$ cat src/rtl/riscv_fetch_stage.sv
// rtl/riscv_fetch_stage.sv - IF stage: PC register, next-PC selection and IF/ID pipeline register
//
// Ports:
//   clk, reset                 rising-edge clock, asynchronous active-high reset
//   stall_f, stall_d, flush_d  hazard unit controls for the PC and the IF/ID register
//   redirect_valid/_pc         taken branch/jump target from EX
//   trap_valid/trap_pc         trap entry (mtvec) from the CSR/trap logic
//   imem_addr, imem_rd         combinational instruction-memory interface
//   pc_f                       current fetch PC
//   instr_d, pc_d, pc_plus4_d  IF/ID payload
//   valid_d, misaligned_d      IF/ID status flags

module riscv_fetch_stage #(
   parameter logic [31:0] RESET_PC  = 32'h0000_0000,
   parameter logic [31:0] NOP_INSTR = 32'h0000_0013
) (
   input  logic        clk,
   input  logic        reset,
   input  logic        stall_f,
   input  logic        stall_d,
   input  logic        flush_d,
   input  logic        redirect_valid,
   input  logic [31:0] redirect_pc,
   input  logic        trap_valid,
   input  logic [31:0] trap_pc,
   output logic [31:0] imem_addr,
   input  logic [31:0] imem_rd,
   output logic [31:0] pc_f,
   output logic [31:0] instr_d,
   output logic [31:0] pc_d,
   output logic [31:0] pc_plus4_d,
   output logic        valid_d,
   output logic        misaligned_d
);

   logic [31:0] pc_plus4_f;
   logic        misaligned_f;
   logic        kill_d;

   assign imem_addr    = pc_f;
   assign pc_plus4_f   = pc_f + 32'd4;
   assign misaligned_f = (pc_f[1:0] != 2'b00);
   // Any change of control flow squashes the instruction fetched on the wrong path.
   assign kill_d       = trap_valid | redirect_valid | flush_d;

   // Trap beats redirect, and both beat stall_f so a redirect is never dropped.
   always_ff @(posedge clk or posedge reset) begin
      if (reset) begin
         pc_f <= RESET_PC;
      end else if (trap_valid) begin
         pc_f <= trap_pc;
      end else if (redirect_valid) begin
         pc_f <= redirect_pc;
      end else if (!stall_f) begin
         pc_f <= pc_plus4_f;
      end
   end

   always_ff @(posedge clk or posedge reset) begin
      if (reset) begin
         instr_d      <= NOP_INSTR;
         pc_d         <= 32'd0;
         pc_plus4_d   <= 32'd0;
         valid_d      <= 1'b0;
         misaligned_d <= 1'b0;
      end else if (kill_d) begin
         // pc_d/pc_plus4_d are left alone; only the bubble flags matter.
         instr_d      <= NOP_INSTR;
         valid_d      <= 1'b0;
         misaligned_d <= 1'b0;
      end else if (!stall_d) begin
         // A misaligned fetch still occupies a valid slot so decode can raise the
         // exception; the memory word at that address is meaningless and dropped.
         instr_d      <= misaligned_f ? NOP_INSTR : imem_rd;
         pc_d         <= pc_f;
         pc_plus4_d   <= pc_plus4_f;
         valid_d      <= 1'b1;
         misaligned_d <= misaligned_f;
      end
   end

endmodule

$ cat config.mk
export PLATFORM = sky130hd
export DESIGN_NAME = riscv_fetch_stage
export DESIGN_NICKNAME = d
export VERILOG_FILES = /design/src/rtl/riscv_fetch_stage.sv
export SDC_FILE = /design/constraint.sdc
export NUM_CORES = 1
export LEC_CHECK = 0
export ABC_AREA = 1
export CORE_MARGIN = 2
export CORE_UTILIZATION = 47
export CTS_CLUSTER_DIAMETER = 40
export DETAILED_ROUTE_END_ITERATION = 8
export PLACE_DENSITY = 0.95
export SETUP_SLACK_MARGIN = 0.05
export SLEW_MARGIN = 5
export SYNTH_ARGS = -nofsm -noshare
export SYNTH_HDL_FRONTEND = slang
export SYNTH_SLANG_ARGS = --single-unit
$ cat constraint.sdc
create_clock -name clk -period 12 [get_ports clk]
set_clock_uncertainty 0.2 [all_clocks]
set_input_delay 3 -clock clk [delete_from_list [all_inputs] [get_ports clk]]
set_output_delay 3 -clock clk [all_outputs]
set_load 0.01 [all_outputs]
==> results.tsv <==
metric	value	unit
drt wl/cell	16.8	um
hold crit path type	reg -> reg	
initial antenna violation count	1	
Post-synth EDFFs	0	
Final setup viols	0	
cell taking the most area after synthesis	dfrtp_1	
setup slack, reg-to-reg	9.62	ns
ratio of cells with drive above 1 in the final layout	5.05	%
Seq/Total Area, Yosys	49.9	%
pwr dens	149	mW/mm^2
DRT Pass-1 Iters	5	
Worst EP arrival	5.54	ns
total power	1.41	mW
setup TNS	0	ns
peak supply drop	91.6	uV
vias in the first global route	6320	
Leakage	4.38	nW
DP HPWL	14.6	mm
largest cells by area after synthesis	dfrtp_1 49%, nand2_1 20%, nor2_1 5.4%	
Die W	121	um
final wirelength	20.6	mm
Skew-Pair Late Insertion Delay	0.41	ns
clock sinks	128	
Worst setup EP type	flop	
post-CTS setup buffer count	0	
DRC violations left	0	
CP required	12.10	ns
CTS clk-pin slew, worst paths	0.05	ns
ys async rst share	100	%
R2R depth	10	
largest net degree at the start of global routing	87	
largest fanout on the critical path	32	
Starting DRT DRC Count	508	
headroom to the max-slew limit	17.5	%
Final GP Congestion	0.894	
synth warn	0	
routed vias	6420	
filler instances	1016	
Tcrit/Tclk final	45.4	%
cell area after layout	0.00948	mm^2
startpoint class of the critical path	primary input	
Final min period	5.44	ns
worst hold start	pc_plus4_d[6]	
Hold Path End	pc_plus4_d[6]	
Synthesized Nets	927	
Avg Cell Area, Syn	7.82	um^2
initial core utilization	48.4	%
top-level I/O count	265	
remaining global-route overflow	0	
post_cts resized	0	
crit path kind	in -> reg	
area fraction of the dominant cell type after synthesis	48.6	%
die area	0.0146	mm^2
antenna-violating nets left	0	
slew of the pin with the lowest slew margin	1.24	ns
Die H	121	um
diode count	0	
Final Hold Viols	0	
nets@finish	1140	
core box area	0.0133	mm^2
Num CTS Buffers	17	
Yosys reg bits	128	
CTS tree	built	
Via density	5.24	
WHS	0.269	ns
Pins Over Slew Limit	0	
PortBufs	264	
Root Driver	clkbuf_16	
Cell Area, Synth	0.00643	mm^2
Layout area overhead	47.4	%
Top FF cell, synth	dfrtp_1	
unrepaired setup endpoints after global routing	no	
final std cells w/o fill	1225	
placed inst area	0.00890	mm^2
GRT Resource Usage Total	28.7	%
status	completed	
Row Count	42	
clock buffer depth	2	
fmax	184	MHz
Critical R2R Launch	imem_addr[2]	
Hold Buf Count CTS	0	
Max-Cap Viols	0	
FF-to-FF End	imem_addr[16]	
synthesized instance count	823	
Hold Path Depth	2	
global-route wire length before repair	32.5	mm
H-tree depth	4	
Yosys cell types	30	
placed cells	1193	
==> flip-flops by register name, indices dropped and copies added, names as in the netlist <==
signal / cells
imem_addr: 32
instr_d: 32
pc_d: 32
pc_plus4_d: 30
misaligned_d: 1
valid_d: 1
==> cells in the final DEF (no fill, tap or decap), types with 4 or more instances in the layout <==
cell type	synthesis	final
buf_4	36	6
o211ai_1	4	4
nor2_2	5	7
nand3_1	19	19
inv_1	30	29
nand2_1	339	339
xor2_1	15	15
a32o_1	29	29
clkinv_2	0	6
o21ai_0	30	30
a21oi_1	30	30
clkdlybuf4s50_1	0	264
nor2_1	93	91
dfrtp_1	125	125
clkbuf_16	0	17
nor3_1	5	5
==> cell type report <==
cell class              count  area (um^2)  share of cell area [%]
clock inverters            11          113                    1.19
clock buffers              21          470                    4.96
well taps                 176          220                    2.32
repair buffers            270         2690                    28.4
inverters                  34          133                    1.40
flip-flops and latches    128         3210                    33.8
multi-input cells         585         2650                    27.9
==> per-stage QoR <==
step	utilization, %	setup slack (ns)
after floorplan	-	5.39
after global placement	66.9	6.28
after detailed placement	66.9	6.19
after CTS	71.3	6.63
after global routing	71.3	6.35
final	71.3	6.56
==> worst max-delay path: stages <==
cell,delay [ns]
clkdlybuf4s50_1,0.39
buf_4,0.25
nor2_1,0.20
inv_2,0.07
or2_4,0.25
nor2_2,0.93
inv_1,0.21
nor2_1,0.16
a21oi_1,0.06
==> layer usage <==
layer	up-vias	global-route usage (%)	share of wire [%]
met5	-	0	0.078
met3	45	6.81	8.9
met2	355	48.3	50
met4	2	12.0	2.9
met1	2994	35.3	39
li1	3024	-	-
==> how the worst max path moves through the flow <==
stage                              end  depth (start not counted)       start  slack (ns)
after detailed placement    instr_d[4]                          9  trap_valid        6.19
after floorplan           imem_addr[0]                          1       reset        5.39
after CTS                   instr_d[4]                          9  trap_valid        6.63
final                       instr_d[4]                          9  trap_valid        6.56
after global routing        instr_d[4]                          9  trap_valid        6.35
after global placement      instr_d[1]                          9  trap_valid        6.28
==> power by group <==
| part | total [mW] | switching (mW) | internal [mW] | leakage (nW) |
|---|---|---|---|---|
| clock network | 0.504 | 0.184 | 0.320 | 0.284 |
| registers | 0.549 | 0.0576 | 0.491 | 1.61 |
| logic | 0.358 | 0.164 | 0.194 | 2.48 |
==> logic make-up after synthesis <==
logic type      count (synthesis)  synth area share (%)
flops                         128                  49.9
buf+inv                       110                  9.04
xor+xnor                       15                  2.04
compound gates                103                  10.7
fa+ha+maj                       1                 0.194
simple gates                  466                  28.2
==> synth_stat cells, types with 4 or more instances <==
cell type / count
nor3_1: 5
buf_1: 4
a32o_1: 29
a21oi_1: 30
o211ai_1: 4
dfrtp_1: 125
nor2_2: 5
nand3_1: 19
nand2_1: 339
nor2_1: 93
xor2_1: 15
inv_1: 30
buf_4: 36
clkbuf_1: 19
o21ai_0: 30
buf_2: 15
Power figures use the tool's default switching activity.
